**src/rtl/mul_issue_sequencer.sv**
```systemverilog
// Operand FIFO, launch and capture sequencer around the iterative multiplier core.
// States: S_IDLE (nothing in flight) | S_WAIT (core iterating) | S_HOLD (product awaiting consumer)
module mul_issue_sequencer #(
  parameter int WIDTH       = 32,
  parameter int DEPTH       = 4,
  parameter int MUL_LATENCY = 33
) (
  input  logic                       clk,
  input  logic                       rst_n,
  input  logic                       in_valid,
  output logic                       in_ready,
  input  logic [WIDTH-1:0]           in_a,
  input  logic [WIDTH-1:0]           in_b,
  output logic                       out_valid,
  input  logic                       out_ready,
  output logic [2*WIDTH-1:0]         out_product,
  output logic                       mul_start,
  output logic [WIDTH-1:0]           mul_a,
  output logic [WIDTH-1:0]           mul_b,
  input  logic [2*WIDTH-1:0]         mul_result,
  output logic                       busy,
  output logic [$clog2(DEPTH):0]     fifo_count
);

  localparam int AW = $clog2(DEPTH);
  localparam int LW = $clog2(MUL_LATENCY);
  localparam logic [LW-1:0] CNT_LOAD = LW'(MUL_LATENCY - 1);
  localparam logic [AW:0]   FULL_CNT = (AW+1)'(DEPTH);

  typedef enum logic [1:0] {S_IDLE, S_WAIT, S_HOLD} state_t;

  state_t             r_state, w_state_nxt;
  logic [LW-1:0]      r_cnt, w_cnt_nxt;
  logic [WIDTH-1:0]   r_mem_a [DEPTH];
  logic [WIDTH-1:0]   r_mem_b [DEPTH];
  logic [AW-1:0]      r_wr_ptr, r_rd_ptr;
  logic [AW:0]        r_count;
  logic               r_mul_start;
  logic [WIDTH-1:0]   r_mul_a, r_mul_b;
  logic               r_out_valid;
  logic [2*WIDTH-1:0] r_out_product;
  logic               w_push, w_launch, w_capture, w_consume;

  // in_ready looks only at the registered count, so a same-cycle pop never frees space
  assign in_ready = (r_count < FULL_CNT);
  assign w_push   = in_valid && in_ready;

  always_ff @(posedge clk) begin
    if (w_push) begin
      r_mem_a[r_wr_ptr] <= in_a;
      r_mem_b[r_wr_ptr] <= in_b;
    end
  end

  always_ff @(posedge clk or negedge rst_n) begin
    if (!rst_n) begin
      r_wr_ptr <= '0;
      r_rd_ptr <= '0;
      r_count  <= '0;
    end else begin
      if (w_push)   r_wr_ptr <= r_wr_ptr + 1'b1;
      if (w_launch) r_rd_ptr <= r_rd_ptr + 1'b1;
      case ({w_push, w_launch})
        2'b10:   r_count <= r_count + 1'b1;
        2'b01:   r_count <= r_count - 1'b1;
        default: r_count <= r_count;
      endcase
    end
  end

  always_comb begin
    w_state_nxt = r_state;
    w_cnt_nxt   = r_cnt;
    w_launch    = 1'b0;
    w_capture   = 1'b0;
    w_consume   = 1'b0;
    case (r_state)
      S_IDLE: begin
        if (r_count != '0) begin
          w_launch    = 1'b1;
          w_cnt_nxt   = CNT_LOAD;
          w_state_nxt = S_WAIT;
        end
      end
      S_WAIT: begin
        if (r_cnt == '0) begin
          w_capture   = 1'b1;
          w_state_nxt = S_HOLD;
        end else begin
          w_cnt_nxt = r_cnt - 1'b1;
        end
      end
      S_HOLD: begin
        if (out_ready) begin
          w_consume = 1'b1;
          if (r_count != '0) begin
            w_launch    = 1'b1;
            w_cnt_nxt   = CNT_LOAD;
            w_state_nxt = S_WAIT;
          end else begin
            w_state_nxt = S_IDLE;
          end
        end
      end
      default: w_state_nxt = S_IDLE;
    endcase
  end

  always_ff @(posedge clk or negedge rst_n) begin
    if (!rst_n) begin
      r_state       <= S_IDLE;
      r_cnt         <= '0;
      r_mul_start   <= 1'b0;
      r_mul_a       <= '0;
      r_mul_b       <= '0;
      r_out_valid   <= 1'b0;
      r_out_product <= '0;
    end else begin
      r_state     <= w_state_nxt;
      r_cnt       <= w_cnt_nxt;
      r_mul_start <= w_launch;
      if (w_launch) begin
        r_mul_a <= r_mem_a[r_rd_ptr];
        r_mul_b <= r_mem_b[r_rd_ptr];
      end
      if (w_capture) begin
        r_out_valid   <= 1'b1;
        r_out_product <= mul_result;
      end else if (w_consume) begin
        r_out_valid <= 1'b0;
      end
    end
  end

  assign mul_start   = r_mul_start;
  assign mul_a       = r_mul_a;
  assign mul_b       = r_mul_b;
  assign out_valid   = r_out_valid;
  assign out_product = r_out_product;
  assign busy        = (r_state != S_IDLE);
  assign fifo_count  = r_count;

endmodule

```
**config.mk**
```make
export PLATFORM = sky130hd
export DESIGN_NAME = mul_issue_sequencer
export DESIGN_NICKNAME = d
export VERILOG_FILES = /design/src/rtl/mul_issue_sequencer.sv
export SDC_FILE = /design/constraint.sdc
export NUM_CORES = 1
export LEC_CHECK = 0
export ABC_AREA = 1
export CAP_MARGIN = 20
export CORE_MARGIN = 2
export CORE_UTILIZATION = 54
export CTS_BUF_LIST = sky130_fd_sc_hd__clkbuf_2
export DETAILED_ROUTE_END_ITERATION = 10
export PLACE_DENSITY = 0.84
export SLEW_MARGIN = 10
export SYNTH_ARGS = -nofsm -noshare
export SYNTH_HDL_FRONTEND = slang
export SYNTH_SLANG_ARGS = --single-unit
```
**constraint.sdc**
```tcl
create_clock -name clk -period 5.15 [get_ports clk]
set_input_delay 0.7725 -clock clk [delete_from_list [all_inputs] [get_ports clk]]
set_output_delay 0.7725 -clock clk [all_outputs]
set_load 0.01 [all_outputs]
```
==> key figures, run 1 <==
Clock tree
  – Worst-Skew Late Latency: 0.91 ns
  – Max Root-Sink Buffers: 3
  – TritonCTS sink count: roughly 400
  – H-tree depth: 3
  – Post-CTS sizing: 0
  – CTS tree: built
  – CTS root buf: clkbuf_2
  – Total CTS buffers: 93
  – Clk slew on worst S/H paths: 0.12 ns

Global route
  – Total grt overflow: 0
  – All-Layer GR Usage: 22.8%
  – Initial antenna violation count: 3
  – First-pass GRT wire length: ~54 mm
  – Number of global-route vias before repair: 10700
  – Largest net degree at the start of global routing: ~100

Logic synthesis
  – Post-synth top area share: 49.7%
  – Top FF cell, synth: edfxtp_1
  – Post-synth top area cell: edfxtp_1
  – Top-count cell post-synth: nand2_1
  – Synth Register Bits: 401
  – Post-synth EDFFs: ~260
  – Mean Syn Cell Area: about 12 um^2
  – Register area share after synthesis: between 70% and 80%
  – Netlist Area Pre-Place: 15500 um^2
  – Synth Warn #: 0
  – Post-synth top cells: nand2_1, edfxtp_1, o21ai_0, nor2_1, dfrtp_1
  – Post-synth net total: 1481
  – Ys async rst share: 36.2%
  – Syn Inst Count: 1341
  – Synth area leaders: edfxtp_1, dfrtp_1, o21ai_0
  – Unique masters post-synth: 26

STA
  – RSZ-0062 raised after global routing: false
  – Fin worst setup slack: 2.32 ns
  – Final period utilization: about 55%
  – Tmin final: 2.83 ns
  – Worst slew margin: a little under a third
  – Final TNS setup: 0 ns
  – Setup violators final: 0
  – Tightest Pin Transition: 1.03 ns
  – Fin Hold WS: 0.413 ns
  – F_max: 353 MHz
  – Clk_skew: 0.101 ns
  – Final hold vios: 0
  – Max-slew violation count: 0

Floorplan
  – Area of the core: 28000 um^2
  – Die W: 173 um
  – Die area: 30000 um^2
  – Initial core utilization: 55.3%
  – Num rows: 61
  – Die Y-Extent: 173 um
  – I/O Pins: 267

Critical path
  – Crit. End Element: output pin
  – CP startpoint kind: register
  – CP required: 4.38 ns
  – Worst-path fanout max: 4
  – WS Path Type: reg2out
  – Worst Path Arrival: 2.06 ns

Detailed routing
  – Total Routed Length: 34.1 mm
  – Total number of vias: around 11000
  – Detail Route Antenna Nets: 0
  – Average via count per standard cell: about 5.1
  – Drt drc: 0
  – DRT Pass-1 Iters: 5
  – Average wire per standard cell: 16.2 um
  – DRT iter0 DRCs: 920

Power and ir drop
  – Peak supply drop: 0.316 mV
  – Final Power: 10.8 mW
  – Pwr dens: between 500 and 600 nW/um^2
  – Leakage: 7.95 nW

Place
  – Port Buf Inserts: between 200 and 300
  – Setup WS pre-CTS: about 2.0 ns
  – Gpl congestion: 0.832
  – HPWL Detailed: roughly 21 mm

Job
  – Max cap viols: 0

Cells and area
  – Post-layout util: 68.7%
  – Nets: 1784
  – Layout cells sized above 1: between 10% and 20%
  – Synth-to-Final Area Change: 24.3%

Status
  – Status: completed

Hold path
  – HP Class: in2reg
==> sequential cells by signal, summed over array words and instances, names as in the netlist <==
name / flops
mul_start: 1
r_cnt: 6
fifo_count: 3
out_product: 64
mul_b: 32
r_mem_a: 128
r_wr_ptr: 2
mul_a: 32
r_rd_ptr: 2
r_mem_b: 128
out_valid: 1
r_state: 2
==> placed cells by master (no fill, tap or decap), drive strengths merged <==
cell type	n
edfxtp	256
xor2	3
a31oi	1
nand2	285
or2	1
o21ai	261
ha	7
dfrtp	145
clkinv	38
fa	1
clkinvlp	1
clkdlybuf4s50	265
nand3	10
bufinv	1
buf	13
xnor2	2
nand4	2
nor2	207
dlygate4sd3	1
o211ai	1
diode	3
clkbuf	138
inv	83
a21oi	3
==> critical path: stages, from the launching register on <==
cell,delay [ns]
dfrtp_1,0.40
inv_1,0.18
nand2_1,0.08
clkdlybuf4s50_1,0.48
==> kinds of logic (layout without fill, tap and decap cells) <==
group           after synthesis  in the layout  synth area share, %
simple gates                505            505                 12.5
flops                       401            401                 73.1
buf+inv                     156            540                 4.79
other cells                   0              3                    0
xor+xnor                      5              5                0.283
compound gates              266            266                 8.66
fa+ha+maj                     8              8                0.695
==> metal layers <==
metal	vias to the layer above	part of all wire, %	track usage (%)	routed length (um)
li1	5148	-	-	-
met1	5075	40	28.1	13700
met2	443	49	38.6	16900
met3	53	7.9	5.70	2700
met4	0	2.4	9.53	806
met5	-	0	0	0
==> per-stage QoR <==
step,std cells,instance area (um^2)
finish,2106,19200
global route,2104,19200
CTS,2103,19200
detailed placement,1926,18300
global placement,1926,18300
floorplan,1341,15500
==> area by class of cell <==
cell class	count	area (um^2)
sequential	401	11300
timing repair buffer	279	2760
fill	1952	8770
antenna	3	7.51
multi-input combinational	784	3470
clock buffer	138	691
tap	378	473
inverter	85	322
clock inverter	38	194
==> worst paths after layout <==
kind	cells after the start	to	from	slack, ns
min in group asynchronous	2	mul_a[20]	rst_n	0.55
max in group asynchronous	3	out_product[34]	rst_n	3.35
setup reg to reg	6	mul_b[1]	r_rd_ptr[0]	2.32
hold / removal	3	out_product[40]	mul_result[40]	0.41
hold reg to reg	2	mul_b[30]	mul_b[30]	0.49
setup / recovery	3	busy	r_state[0]	2.32
==> timing repair <==
item	4_1_cts	5_1_grt
endpoints found under the setup margin	0	0
hold buffers	1	0
setup buffers	0	0
endpoints found under the hold margin	72	0
==> report_power, final <==
part	total [mW]	internal (mW)	leakage (nW)	switching, mW
sequential	4.78	4.32	4.10	0.457
clock	1.98	0.780	0.670	1.20
combinational	4.06	1.73	3.18	2.32
Power figures use the tool's default switching activity.
==> inputs of run 2 (changes only) <==
==> constraint.sdc (replaced) <==
create_clock -name clk -period 2.85 [get_ports clk]
set_input_delay 0.4275 -clock clk [delete_from_list [all_inputs] [get_ports clk]]
set_output_delay 0.4275 -clock clk [all_outputs]
set_load 0.01 [all_outputs]
==> key figures, run 2 (synthesis gave the netlist of run 1 again) <==
STA
  – RSZ-0062 raised after global routing: false (unchanged)
  – Setup violators final: 0 (unchanged)
  – Tmin final: 2.49 ns
  – Final period utilization: about 87%
  – Tightest Pin Transition: 0.881 ns (was 1.03 ns)
  – Clk_skew: 0.0527 ns (was 0.101 ns)
  – Final hold vios: 0 (unchanged)
  – Fin Hold WS: 0.0712 ns (was 0.413 ns)
  – Worst slew margin: 41.3% (was 31.3%)
  – F_max: ~400 MHz
  – Final TNS setup: 0 ns (unchanged)
  – Max-slew violation count: 0 (unchanged)

Cells and area
  – Finished Cell Area: 19600 um^2 (was 19200 um^2)
  – Nets: 1800 (was 1784)
  – Register Area: 11300 um^2 (unchanged)
  – Commonest non-fill, non-tap cell in the layout: nand2_1 (unchanged)
  – Multi-input gate area: 3470 um^2 (unchanged)
  – Leading cell types in the layout, fill and taps excluded: nand2_1, clkdlybuf4s50_1, edfxtp_1 (unchanged)
  – Fill count: 1959 (was 1952)
  – Layout cells sized above 1: 11.0% (was 10.4%)
  – Synth-to-Final Area Change: 26.3% (was 24.3%)

Critical path
  – CP startpoint kind: register (unchanged)
  – Max incr delay on CP: 0.53 ns (was 0.48 ns)
  – Crit-path leading delay family: buffers and inverters (unchanged)
  – Slowest library cell on the worst path: clkdlybuf4s50_1 (unchanged)
  – Worst Path Arrival: 2.06 ns (about the same)
  – Crit. End Element: output pin (unchanged)
  – Worst-path fanout max: 4 (unchanged)
  – Critical Path, Cell by Cell: inv_1 -> nand2_1 -> clkdlybuf4s50_1 (unchanged)
  – WS Path Type: reg2out (unchanged)
  – Crit path buf inv count: 2 (unchanged)
  – CP required: 2.42 ns (was 4.38 ns)

Detailed routing
  – Total number of vias: 10900 (was 10700)
  – Met1 WL: 13.9 mm (was 13.7 mm)
  – Average wire per standard cell: 16.9 um (was 16.2 um)
  – DRT iter0 DRCs: 790 (was 920)
  – Drt drc: 0 (unchanged)
  – Metal3 WL: 2.87 mm (was 2.70 mm)
  – Detail Route Antenna Nets: 0 (unchanged)
  – Average via count per standard cell: 5.13 (was 5.09)
  – Max layer used: met5 (was met4)
  – DRT Pass-1 Iters: 5 (unchanged)
  – Met2 wire len: 18.0 mm (was 16.9 mm)
  – Total Routed Length: 35.9 mm (was 34.1 mm)

Place
  – Post-DP Area: 18600 um^2 (was 18300 um^2)
  – Gpl congestion: 0.828 (was 0.832)
  – HPWL Detailed: 22.4 mm (was 20.7 mm)
  – Port Buf Inserts: 266 (unchanged)

Floorplan
  – Die area: 30000 um^2 (unchanged)
  – Num rows: 61 (unchanged)
  – I/O Pins: 267 (unchanged)
  – Die Y-Extent: 173 um (unchanged)
  – Die W: 173 um (unchanged)
  – Initial core utilization: 55.3% (unchanged)
  – Area of the core: 28000 um^2 (unchanged)

Global route
  – Total grt overflow: 0 (unchanged)
  – All-Layer GR Usage: 23.7% (was 22.8%)
  – Largest net degree at the start of global routing: 131 (was 101)
  – Number of global-route vias before repair: 10900 (was 10700)
  – First-pass GRT wire length: 55.8 mm (was 54.1 mm)
  – Initial antenna violation count: 5 (was 3)

Clock tree
  – TritonCTS sink count: 401 (unchanged)
  – Clk slew on worst S/H paths: 0.11 ns (was 0.12 ns)
  – CTS Hold Bufs: 3 (was 1)
  – Total CTS buffers: 93 (unchanged)
  – CTS tree: built (unchanged)
  – Post-CTS sizing: 0 (unchanged)
  – Setup repair bufs after CTS: 0 (unchanged)
  – Max Root-Sink Buffers: 3 (unchanged)
  – H-tree depth: 3 (unchanged)
  – CTS root buf: clkbuf_2 (unchanged)
  – Worst-Skew Late Latency: 0.89 ns (was 0.91 ns)

Hold path
  – HP Class: in2async (was in2reg)

Status
  – Status: completed (unchanged)

Power and ir drop
  – Peak supply drop: 0.813 mV (was 0.316 mV)
  – Leakage: 8.08 nW (was 7.95 nW)
  – Pwr dens: 1020 nW/um^2 (was 562 nW/um^2)

Job
  – Max cap viols: 0 (unchanged)
-- run 2: power breakdown --
| group | switching (mW) | total, mW | internal [mW] |
|---|---|---|---|
| logic | 4.47 | 7.79 | 3.32 |
| registers | 0.708 | 8.50 | 7.79 |
| clock network | 2.19 | 3.68 | 1.49 |
-- run 2: area by class of cell --
type	instances	share of cell area (%)
diodes	4	0.0512
multi-input cells	784	17.8
clock inverters	37	1.07
inverters	85	1.65
clock buffers	137	3.51
flip-flops and latches	401	57.9
well taps	378	2.42
repair buffers	295	15.6
-- run 2: path summary, 6_finish.rpt --
kind	startpoint	slack, ns	depth (start not counted)	end
worst max-delay path	r_state[1]	0.36	3	busy
worst min-delay path	rst_n	0.07	2	mul_a[7]
worst max register to register	fifo_count[0]	0.78	7	r_cnt[4]
worst min register to register	mul_a[21]	0.48	2	mul_a[21]
max in group asynchronous	rst_n	2.00	3	mul_b[14]
min in group clk	mul_result[40]	0.09	3	out_product[40]
-- run 2: per-layer routing --
layer  track usage, %  vias up
met3             6.82       88
li1                 -     5192
met4             11.1        4
met2             40.8      425
met1             27.6     5172
met5                0        -
-- run 2: stage by stage --
step / util, % / total power [mW] / instances / setup WS [ns]
final: 69.8 / 20.0 / 2121 / 0.360
after global routing: 69.8 / 21.4 / 2119 / 0.175
after CTS: 69.7 / 20.1 / 2116 / 0.253
after detailed placement: 66.4 / 16.4 / 1939 / 0.471
after global placement: 66.4 / 16.1 / 1939 / 0.506
after floorplan: - / 12.9 / 1341 / -0.0652
==> inputs of run 3 (changes only) <==
--- a/config.mk
+++ b/config.mk
@@ -5,13 +5,12 @@
 export SDC_FILE = /design/constraint.sdc
 export NUM_CORES = 1
 export LEC_CHECK = 0
-export ABC_AREA = 1
 export CAP_MARGIN = 20
 export CORE_MARGIN = 2
 export CORE_UTILIZATION = 54
 export CTS_BUF_LIST = sky130_fd_sc_hd__clkbuf_2
 export DETAILED_ROUTE_END_ITERATION = 10
-export PLACE_DENSITY = 0.84
+export PLACE_DENSITY = 0.92
 export SLEW_MARGIN = 10
 export SYNTH_ARGS = -nofsm -noshare
 export SYNTH_HDL_FRONTEND = slang
==> key figures, run 3 <==
Global route
  – First-pass GRT wire length: 49.3 mm (was 55.8 mm)
  – All-Layer GR Usage: 22.5% (was 23.7%)
  – Largest net degree at the start of global routing: 76 (was 131)
  – Total grt overflow: 0 (unchanged)
  – Initial antenna violation count: 6 (was 5)
  – Number of global-route vias before repair: 9101 (was 10900)

Cells and area
  – Leading cell types in the layout, fill and taps excluded: clkdlybuf4s50_1, edfxtp_1, nand2_1 (was nand2_1, clkdlybuf4s50_1, edfxtp_1)
  – Layout cells sized above 1: 25.1% (was 11.0%)
  – Fill count: 1855 (was 1959)
  – Nets: 1318 (was 1800)
  – Commonest non-fill, non-tap cell in the layout: clkdlybuf4s50_1 (was nand2_1)
  – Synth-to-Final Area Change: 26.5% (was 26.3%)
  – Layout Cells excl Fill: 1644 (was 2121)

Logic synthesis
  – Synth area leaders: edfxtp_1, dfrtp_1, mux4_2 (was edfxtp_1, dfrtp_1, o21ai_0)
  – Post-synth top area cell: edfxtp_1 (unchanged)
  – Synth Area in XOR/XNOR: 0.345% (was 0.283%)
  – Register area share after synthesis: 74.4% (was 73.1%)
  – Post-synth EDFFs: 256 (unchanged)
  – Synth Area in Simple Gates: 6.13% (was 12.5%)
  – Unique masters post-synth: 38 (was 26)
  – Top-count cell post-synth: edfxtp_1 (was nand2_1)
  – Post-synth top area share: 50.5% (was 49.7%)
  – Synth Warn #: 0 (unchanged)
  – Largest family of logic cells by synthesized area: multiplexers (was simple AND/OR/NAND/NOR gates)
  – Synth Register Bits: 401 (unchanged)
  – Synth Area in Adders: 0.707% (was 0.695%)
  – Top FF cell, synth: edfxtp_1 (unchanged)
  – Multiplexer share of the synthesized area: 15.9% (was 0%)
  – Post-synth top cells: edfxtp_1, nand2_1, dfrtp_1, mux4_2, mux2_4 (was nand2_1, edfxtp_1, o21ai_0, nor2_1, dfrtp_1)
  – Post-synth net total: 971 (was 1481)
  – Netlist Area Pre-Place: 15200 um^2 (was 15500 um^2)
  – Ys async rst share: 36.2% (unchanged)
  – Syn Inst Count: 831 (was 1341)
  – Mean Syn Cell Area: 18.3 um^2 (was 11.5 um^2)
  – Compound-Gate Fraction of Synth Area: 0.461% (was 8.66%)

STA
  – Final TNS setup: 0 ns (unchanged)
  – Worst slew margin: 41.8% (was 41.3%)
  – Max-slew violation count: 0 (unchanged)
  – RSZ-0062 raised after global routing: false (unchanged)
  – Tmin final: 2.50 ns (was 2.49 ns)
  – F_max: 400 MHz (was 402 MHz)
  – Setup violators final: 0 (unchanged)
  – Final period utilization: 87.7% (was 87.4%)
  – Clk_skew: 0.0788 ns (was 0.0527 ns)
  – Final hold vios: 0 (unchanged)
  – Tightest Pin Transition: 0.873 ns (was 0.881 ns)
  – Fin worst setup slack: 0.352 ns (was 0.360 ns)

Critical path
  – Crit path buf inv count: 1 (was 2)
  – Critical Path Stages: 2 (was 3)
  – Worst-path fanout max: 5 (was 4)
  – R2r startpoint: r_cnt[0] (was fifo_count[0])
  – Worst Reg-to-Reg Cells: 6 (was 7)
  – CP required: 2.42 ns (about the same)
  – Worst Path Arrival: 2.07 ns (was 2.06 ns)
  – Flop-to-flop setup slack: 0.67 ns (was 0.78 ns)
  – Crit-path leading delay family: buffers and inverters (unchanged)
  – Reg-to-Reg End: out_product[0] (was r_cnt[4])
  – CP startpoint kind: register (unchanged)
  – Slowest library cell on the worst path: clkdlybuf4s50_1 (unchanged)
  – WS Path Type: reg2out (unchanged)
  – Crit. End Element: output pin (unchanged)
  – Max incr delay on CP: 0.50 ns (was 0.53 ns)
  – Critical Path, Cell by Cell: or2_2 -> clkdlybuf4s50_1 (was inv_1 -> nand2_1 -> clkdlybuf4s50_1)

Clock tree
  – Max Root-Sink Buffers: 3 (unchanged)
  – Clk slew on worst S/H paths: 0.10 ns (was 0.11 ns)
  – Worst-Skew Late Latency: 0.89 ns (about the same)
  – CTS root buf: clkbuf_2 (unchanged)
  – TritonCTS sink count: 401 (unchanged)
  – Total CTS buffers: 97 (was 93)
  – Post-CTS sizing: 0 (unchanged)
  – H-tree depth: 3 (unchanged)
  – CTS tree: built (unchanged)

Hold path
  – Hold-critical path depth: 2
  – Worst Hold Path EP: out_product[53]
  – HP Class: in2reg (was in2async)
  – Hold path start: mul_result[53]

Power and ir drop
  – Peak supply drop: 0.629 mV (was 0.813 mV)
  – Leakage: 7.71 nW (was 8.08 nW)
  – Pwr dens: 996 nW/um^2 (was 1020 nW/um^2)

Detailed routing
  – DRT Pass-1 Iters: 5 (unchanged)
  – Total Routed Length: 33.1 mm (was 35.9 mm)
  – Drt drc: 0 (unchanged)
  – Detail Route Antenna Nets: 0 (unchanged)
  – Average via count per standard cell: 5.16 (was 5.13)
  – Average wire per standard cell: 20.1 um (was 16.9 um)
  – DRT iter0 DRCs: 580 (was 790)
  – Total number of vias: 8490 (was 10900)

Place
  – Post-placement cell count: 1456 (was 1939)
  – Gpl congestion: 0.778 (was 0.828)
  – HPWL Detailed: 21.0 mm (was 22.4 mm)
  – Setup WS pre-CTS: 0.346 ns (was 0.471 ns)
  – Port Buf Inserts: 266 (unchanged)

Floorplan
  – I/O Pins: 267 (unchanged)
  – Die area: 29500 um^2 (was 30000 um^2)
  – Area of the core: 27800 um^2 (was 28000 um^2)
  – Num rows: 61 (unchanged)
  – Initial core utilization: 54.8% (was 55.3%)
  – Die W: 172 um (was 173 um)
  – Die Y-Extent: 172 um (was 173 um)

Job
  – Max cap viols: 0 (unchanged)

Status
  – Status: completed (unchanged)
-- run 3: changes by cell type after synthesis, sizes merged, moves of 6 or more --
| cell | before | now |
|---|---|---|
| nand3 | 10 | 4 |
| nand2 | 285 | 202 |
| nor2 | 207 | 6 |
| mux2 | 0 | 65 |
| o21ai | 261 | 6 |
| buf | 49 | 25 |
| inv | 85 | 10 |
| mux4 | 0 | 64 |
| clkbuf | 22 | 12 |
-- run 3: through the flow --
| stage | hold WS (ns) | power (mW) | area [um^2] | utilization (%) |
|---|---|---|---|---|
| floorplan | 0.132 | 12.4 | 15200 | - |
| global placement | 0.461 | 15.5 | 18300 | 66.0 |
| detailed placement | 0.462 | 15.8 | 18300 | 66.0 |
| CTS | 0.0534 | 19.4 | 19200 | 69.3 |
| global route | 0.0649 | 20.3 | 19200 | 69.3 |
| finish | 0.163 | 19.2 | 19300 | 69.3 |
-- run 3: cells by family after synthesis --
family                   count (synthesis)
XOR/XNOR                                 6
buffers and inverters                   47
flip-flops                             401
multiplexers                           131
AO/OA/AOI/OAI                           11
adder cells (fa/ha/maj)                  8
AND/OR/NAND/NOR                        227
-- run 3: worst max path at each step --
stage                     startpoint       endpoint  slack, ns
after detailed placement   out_ready      mul_b[29]       0.35
after global routing      r_state[0]           busy       0.22
after floorplan             in_valid  r_mem_a[2][0]       0.12
after global placement     out_ready       mul_b[5]       0.42
final                     r_state[0]           busy       0.35
after CTS                 r_state[0]           busy       0.23
-- run 3: repair_timing --
| item | in CTS | in global routing |
|---|---|---|
| endpoints found under the hold margin | 85 | 0 |
| setup buffers | 0 | 0 |
| hold buffers | 1 | 0 |
-- run 3: per-layer routing --
metal  vias up  GRT usage, %  share of wire [%]
li1       3832             -                  -
met1      4234          26.6                 38
met2       369          38.2                 50
met3        51          7.57                 10
met4         4          8.66                1.9
met5         -             0              0.082
-- run 3: final cells by class --
type | instances | area (um^2) | share of cell area (%)
antenna | 4 | 10.0 | 0.0520
clock buffer | 146 | 731 | 3.80
clock inverter | 37 | 160 | 0.832
inverter | 10 | 37.5 | 0.195
multi-input combinational | 383 | 3600 | 18.7
sequential | 401 | 11300 | 58.8
tap | 378 | 473 | 2.46
timing repair buffer | 285 | 2920 | 15.2
-- run 3: power by group --
group          leakage [nW]  internal, mW  switching, mW
Combinational          2.97          3.88           2.89
Sequential             4.07          7.77           1.02
Clock                 0.677          1.39           2.22
